[src/rtl/cont_delay_net.sv]
// -----------------------------------------------------------------------------
// cont_delay_net
//
// Cycle-based model of a multi-driver 4-state wire net. Each driver passes
// through its own inertial delay stage with programmable rise/fall/turn-off
// delays. The effective driver values are then combined with wire resolution
// into a registered net value.
//
// 4-state encoding (2 bits per net bit): 00=0, 01=1, 10=z, 11=x.
//
// Ports:
//   clk       in   clock
//   rst_n     in   asynchronous active-low reset
//   drv_val   in   [N_DRV*W*2]  requested driver values, driver i at [i*2W +: 2W]
//   dly_rise  in   [N_DRV*DW]   per-driver rise delay (cycles)
//   dly_fall  in   [N_DRV*DW]   per-driver fall delay (cycles)
//   dly_off   in   [N_DRV*DW]   per-driver turn-off delay (cycles)
//   drv_eff   out  [N_DRV*W*2]  effective (delayed) driver values
//   drv_busy  out  [N_DRV]      driver i has a pending transition
//   net       out  [W*2]        resolved net value (lags drv_eff by one cycle)
//   net_chg   out               one-cycle pulse after net changes
// -----------------------------------------------------------------------------
module cont_delay_net #(
    parameter int N_DRV = 2,
    parameter int W     = 1,
    parameter int DW    = 4
) (
    input  logic                   clk,
    input  logic                   rst_n,
    input  logic [N_DRV*W*2-1:0]   drv_val,
    input  logic [N_DRV*DW-1:0]    dly_rise,
    input  logic [N_DRV*DW-1:0]    dly_fall,
    input  logic [N_DRV*DW-1:0]    dly_off,
    output logic [N_DRV*W*2-1:0]   drv_eff,
    output logic [N_DRV-1:0]       drv_busy,
    output logic [W*2-1:0]         net,
    output logic                   net_chg
);

    localparam int DV = 2 * W;
    localparam logic [DV-1:0] Z_VEC = {W{2'b10}};

    // Delay chosen from the driver's own target value, never from the net.
    function automatic logic [DW-1:0] sel_delay(
        input logic [DV-1:0] t,
        input logic [DW-1:0] r,
        input logic [DW-1:0] f,
        input logic [DW-1:0] o
    );
        logic          any_x;
        logic          any_z;
        logic          any_0;
        logic          any_1;
        logic [1:0]    c;
        logic [DW-1:0] m;
        any_x = 1'b0;
        any_z = 1'b0;
        any_0 = 1'b0;
        any_1 = 1'b0;
        for (int b = 0; b < W; b++) begin
            c = t[2*b +: 2];
            case (c)
                2'b00:   any_0 = 1'b1;
                2'b01:   any_1 = 1'b1;
                2'b10:   any_z = 1'b1;
                default: any_x = 1'b1;
            endcase
        end
        m = r;
        if (f < m) m = f;
        if (o < m) m = o;
        if (!any_x && !any_0 && !any_1)
            sel_delay = o;
        else if (any_x || any_z)
            sel_delay = m;
        else if (!any_1)
            sel_delay = f;
        else
            sel_delay = r;
    endfunction

    // Wire resolution: z contributions are ignored, agreement wins, anything
    // else (x or 0/1 conflict) yields x.
    function automatic logic [DV-1:0] resolve(input logic [N_DRV*DV-1:0] e);
        logic [DV-1:0] r;
        logic          h0;
        logic          h1;
        logic          hx;
        logic [1:0]    c;
        r = '0;
        for (int b = 0; b < W; b++) begin
            h0 = 1'b0;
            h1 = 1'b0;
            hx = 1'b0;
            for (int i = 0; i < N_DRV; i++) begin
                c = e[i*DV + 2*b +: 2];
                case (c)
                    2'b00:   h0 = 1'b1;
                    2'b01:   h1 = 1'b1;
                    2'b11:   hx = 1'b1;
                    default: ;
                endcase
            end
            if (hx || (h0 && h1))
                r[2*b +: 2] = 2'b11;
            else if (h0)
                r[2*b +: 2] = 2'b00;
            else if (h1)
                r[2*b +: 2] = 2'b01;
            else
                r[2*b +: 2] = 2'b10;
        end
        resolve = r;
    endfunction

    // Stage p0: per-driver inertial delay
    for (genvar i = 0; i < N_DRV; i++) begin : g_drv
        logic [DV-1:0] v_p0;
        logic [DV-1:0] eff_p0;
        logic [DV-1:0] tgt_p0;
        logic [DW-1:0] cnt_p0;
        logic [DW-1:0] d_p0;
        logic          busy_p0;

        assign v_p0 = drv_val[i*DV +: DV];
        assign d_p0 = sel_delay(v_p0,
                                dly_rise[i*DW +: DW],
                                dly_fall[i*DW +: DW],
                                dly_off[i*DW +: DW]);

        always_ff @(posedge clk or negedge rst_n) begin
            if (!rst_n) begin
                eff_p0  <= Z_VEC;
                tgt_p0  <= Z_VEC;
                cnt_p0  <= '0;
                busy_p0 <= 1'b0;
            end else if (!busy_p0) begin
                if (v_p0 != eff_p0) begin
                    tgt_p0 <= v_p0;
                    cnt_p0 <= d_p0;
                    if (d_p0 == '0)
                        eff_p0 <= v_p0;
                    else
                        busy_p0 <= 1'b1;
                end
            end else if (v_p0 == tgt_p0) begin
                // Commit one edge after the counter reaches zero.
                if (cnt_p0 == '0) begin
                    eff_p0  <= tgt_p0;
                    busy_p0 <= 1'b0;
                end else begin
                    cnt_p0 <= cnt_p0 - 1'b1;
                end
            end else if (v_p0 == eff_p0) begin
                // Input returned before the delay expired: pulse rejected.
                busy_p0 <= 1'b0;
            end else begin
                // New target while pending: restart with a freshly chosen delay.
                tgt_p0 <= v_p0;
                cnt_p0 <= d_p0;
                if (d_p0 == '0) begin
                    eff_p0  <= v_p0;
                    busy_p0 <= 1'b0;
                end
            end
        end

        assign drv_eff[i*DV +: DV] = eff_p0;
        assign drv_busy[i]         = busy_p0;
    end

    // Stage p1: resolved net and change detection
    logic [DV-1:0] res_p0;
    logic [DV-1:0] net_prev_p2;

    assign res_p0 = resolve(drv_eff);

    always_ff @(posedge clk or negedge rst_n) begin
        if (!rst_n) begin
            net         <= Z_VEC;
            net_prev_p2 <= Z_VEC;
            net_chg     <= 1'b0;
        end else begin
            net         <= res_p0;
            net_prev_p2 <= net;
            net_chg     <= (net != net_prev_p2);
        end
    end

endmodule

[config.mk]
export PLATFORM = sky130hd
export DESIGN_NAME = cont_delay_net
export DESIGN_NICKNAME = d
export VERILOG_FILES = /design/src/rtl/cont_delay_net.sv
export SDC_FILE = /design/constraint.sdc
export NUM_CORES = 1
export LEC_CHECK = 0
export BUFFER_PORTS_ARGS = -buffer_cell sky130_fd_sc_hd__buf_2
export CAP_MARGIN = 5
export CORE_MARGIN = 2
export CORE_UTILIZATION = 45
export DETAILED_ROUTE_END_ITERATION = 7
export PLACE_DENSITY = 0.76
export SYNTH_ARGS = -nofsm -noshare
export SYNTH_HDL_FRONTEND = slang
export SYNTH_SLANG_ARGS = --single-unit
[constraint.sdc]
create_clock -name clk -period 2.42 [get_ports clk]
set_input_delay 0.484 -clock clk [delete_from_list [all_inputs] [get_ports clk]]
set_output_delay 0.484 -clock clk [all_outputs]
set_load 0.03 [all_outputs]
==> flow_summary.ini <==
[run_status]
outcome = finished, violations left
failing_checks = setup timing

[setup_path]
timing.critical_path.slowest_cell_delay_ns = 0.40
critPathArrivalTime_ns = 3.44
worst_ep_required_time_ns = 2.60
regToRegSetupSlack_ns = 0.45
cp_top_family = compound AO/OA/AOI/OAI gates
timing.rr.start = g_drv[0].tgt_p0[0]$_DFFE_PN0P_
worstSetupEndpointType = flip-flop
cp-start-kind = input port
critical_path.max_fanout = 5
worstSetupPathType = input port to flip-flop
buf_inv_stages_crit_path = 2
crit_path_cell_trace = buf_8 -> inv_6 -> ha_4 -> a2111oi_4 -> or2_4 -> o21a_1 -> ha_4 -> a211oi_4 -> nor2_4 -> a41oi_4 -> or3_4 -> o31a_1 -> nand4_4 -> a21o_1 -> a221oi_2
cp_slowest_cell = a2111oi_4
cpMostUsedCell = ha_4
worstReg2RegEnd = g_drv[0].eff_p0[1]$_DFFE_PN1P_
ff2ff_path_depth = 7

[power]
netSwitchingPower_mw = 1.17
share_of_power_burned_in_the_clock_network_pct = 9.1
irDropWorstVdd_uv = 381
power.internal_mw = 1.45
cellPowerDensity_mw_per_mm2 = 810
power.share.combinational_pct = 60.6
power.leakage_nw = 1.42
pwr-share-seq_pct = 30.3
power_switching_share_pct = 44.6

[cells_and_area]
fin_nets = 386
finish.utilization_pct = 72.6
final.fill_count = 321
fraction_of_layout_cells_with_a_size_suffix_above_1_pct = 48.7
most-common-layout-cells = 53 x buf_4, 29 x buf_2, 17 x dfrtp_1
finalInstanceArea_mm2 = 0.00323
flow.area_growth_from_synthesis_pct = 51.9
diodes = 0
stdcell_count = 391
most_common_library_cell_in_the_layout_ignoring_fill_and_taps = buf_4

[sta]
layout_min_cycle_time_ns = 3.27
finClkSkew_ns = 0.00445
timing.final.hold_violations = 0
setup_viol = 14
slew_hr_pct = 65.8
final_critical_path_setup_slack_ns = -0.846
max_freq_mhz = 306
worst_pin_slew_ns = 0.513
setup_tns_ns = -6.64
rsz_0062_raised_after_global_routing = yes
timing_max_transition_violations_final = 0
timing.final.crit_share_pct = 135

[die]
number_of_i_o_pins = 39
rows = 24
die_extent_in_y_um = 72.7
die_area_mm2 = 0.00529
die_w_um = 72.7
design.core.area_mm2 = 0.00444
initial_utilization_pct = 47.8

[synthesis]
seq_area_frac_synth_pct = 27.4
synthesis.area_mm2 = 0.00212
synth_enable_flop_cells = 0
yosys_register_bits = 23
synth.yosys.warnings = 0
synth-main-ff-cell = dfrtp_1
postSynthAreaPerCell_um2 = 8.53
ys_async_sr_fraction_pct = 100
post_synth_inst_count = 249
synthesis.nets = 295
yosys.cell_types.count = 59

[global_routing]
global_route.overflow_total = 0
grt_pass1_wl_mm = 9.03
grt_max_degree = 24
antenna_found_initial = 0
globalRouteTotalUtil_pct = 21.1
first_global_vias = 2129

[route]
postRouteWirelength_mm = 5.52
post-route-drc-count = 0
drt_pre_antenna_iters = 5
via_per_inst = 5.51
wl_per_cell_um = 14.1
first_iter_violations = 95
via_count = 2153
ant_nets = 0

[job]
max-cap-violations = 0

[clock_tree]
cts_tree = built
cts.sinks = 23
clockRootBuffer = clkbuf_8
cts.htree.levels = 1
cts_inserted_buffers = 3
cts.clk_slew.worst_paths_ns = 0.08
clkLatencyLatePin_ns = 0.26
hold_bufs_inserted_after_cts = 0
ctsLongestPathBuffers = 2

[place]
placed_cell_area_mm2 = 0.00284
placed_cells = 377
place.port_buffers = 38
dp_hpwl_mm = 4.20
gpl.final_weighted_congestion = 0.869
dpl_worst_slack_ns = -1.17

[hold_path]
holdCritPathClass = input port to asynchronous set/reset pin
[worst register-to-register path, cell delays in order (launching register included)]
cell and delay [ns]:
dfrtp_1 0.41, xnor2_1 0.17, o211ai_1 0.18, a21oi_1 0.28
o21ai_1 0.26, nand2_1 0.19, o21ai_1 0.11, a221oi_2 0.28
[area by class of cell]
cell class              instances  area [um^2]  area share (%)
flip-flops and latches         23          583            18.1
clock buffers                   4         45.0            1.40
multi-input cells             197         1750            54.3
inverters                      21         96.3            2.99
repair buffers                 94          686            21.2
well taps                      52         65.1            2.02
[layer usage]
metal / vias to the layer above / track usage, % / wire length (um)
met2: 59 / 36.9 / 2800
met3: 6 / 1.66 / 164
met4: 0 / 8.02 / 58
met5: - / 0 / 0
met1: 993 / 27.0 / 2490
li1: 1095 / - / -
[how the worst max path moves through the flow]
stage	start	depth (start not counted)	slack (ns)	end
3_3_place_gp	dly_rise[1]	15	-1.04	g_drv[0].eff_p0[0]$_DFFE_PN0P_
2_1_floorplan	dly_fall[1]	13	-0.81	g_drv[0].eff_p0[1]$_DFFE_PN1P_
4_1_cts	dly_rise[3]	16	-0.78	g_drv[0].eff_p0[1]$_DFFE_PN1P_
3_5_place_dp	dly_rise[1]	15	-1.17	g_drv[0].eff_p0[1]$_DFFE_PN1P_
6_report	dly_rise[1]	15	-0.85	g_drv[0].eff_p0[1]$_DFFE_PN1P_
5_1_grt	dly_rise[1]	16	-0.98	g_drv[0].eff_p0[1]$_DFFE_PN1P_
[power groups by stage]
stage          clock (mW)  combinational [mW]  sequential (mW)
5_1_grt             0.249                1.75            0.823
6_report            0.237                1.58            0.793
3_5_place_dp            0                1.43            0.801
4_1_cts             0.241                1.52            0.792
2_1_floorplan           0               0.944            0.874
3_3_place_gp            0                1.38            0.791
[state kept, by name, indices dropped and copies added (netlist names)]
name	count
g_drv.eff_p0	4
g_drv.busy_p0	2
net	2
net_prev_p2	2
g_drv.cnt_p0	8
net_chg	1
g_drv.tgt_p0	4
[cells in the mapped netlist (6+ instances only)]
cell	count	area [um^2]
a211oi_1	8	60.1
a21o_1	7	52.6
a21oi_1	11	55.1
dfrtp_1	17	425
dfstp_2	6	158
ha_1	16	200
inv_1	20	75.1
mux2i_1	9	90.1
nand2_1	16	60.1
nand3_1	9	45.0
nor2_1	17	63.8
nor2b_1	6	37.5
nor3_1	8	40.0
o21ai_0	14	70.1
o21ai_1	8	40.0
[metrics by stage]
step / power [mW] / hold slack, ns
after detailed placement: 2.23 / 0.373
final: 2.61 / 0.182
after global placement: 2.17 / 0.369
after global routing: 2.82 / 0.219
after CTS: 2.56 / 0.203
after floorplan: 1.82 / 0.188
[kinds of logic (layout without fill, tap and decap cells)]
family,Yosys count,in the layout,synth area share [%]
compound gates,79,79,26.8
simple gates,79,79,20.2
buf+inv,29,119,5.53
flops,23,23,27.4
fa+ha+maj,16,16,9.42
mux,14,14,6.89
xor+xnor,9,9,3.71
[timing repair]
item / 4_1_cts / 5_1_grt
gates resized for setup: 40 / 14
hold endpoints to repair: 0 / 0
cloned: 0 / 0
buffers inserted: 9 / 3
pin swaps: 23 / 11
setup endpoints to repair: 14 / 14
No activity file was read; power rests on OpenSTA's default activity.
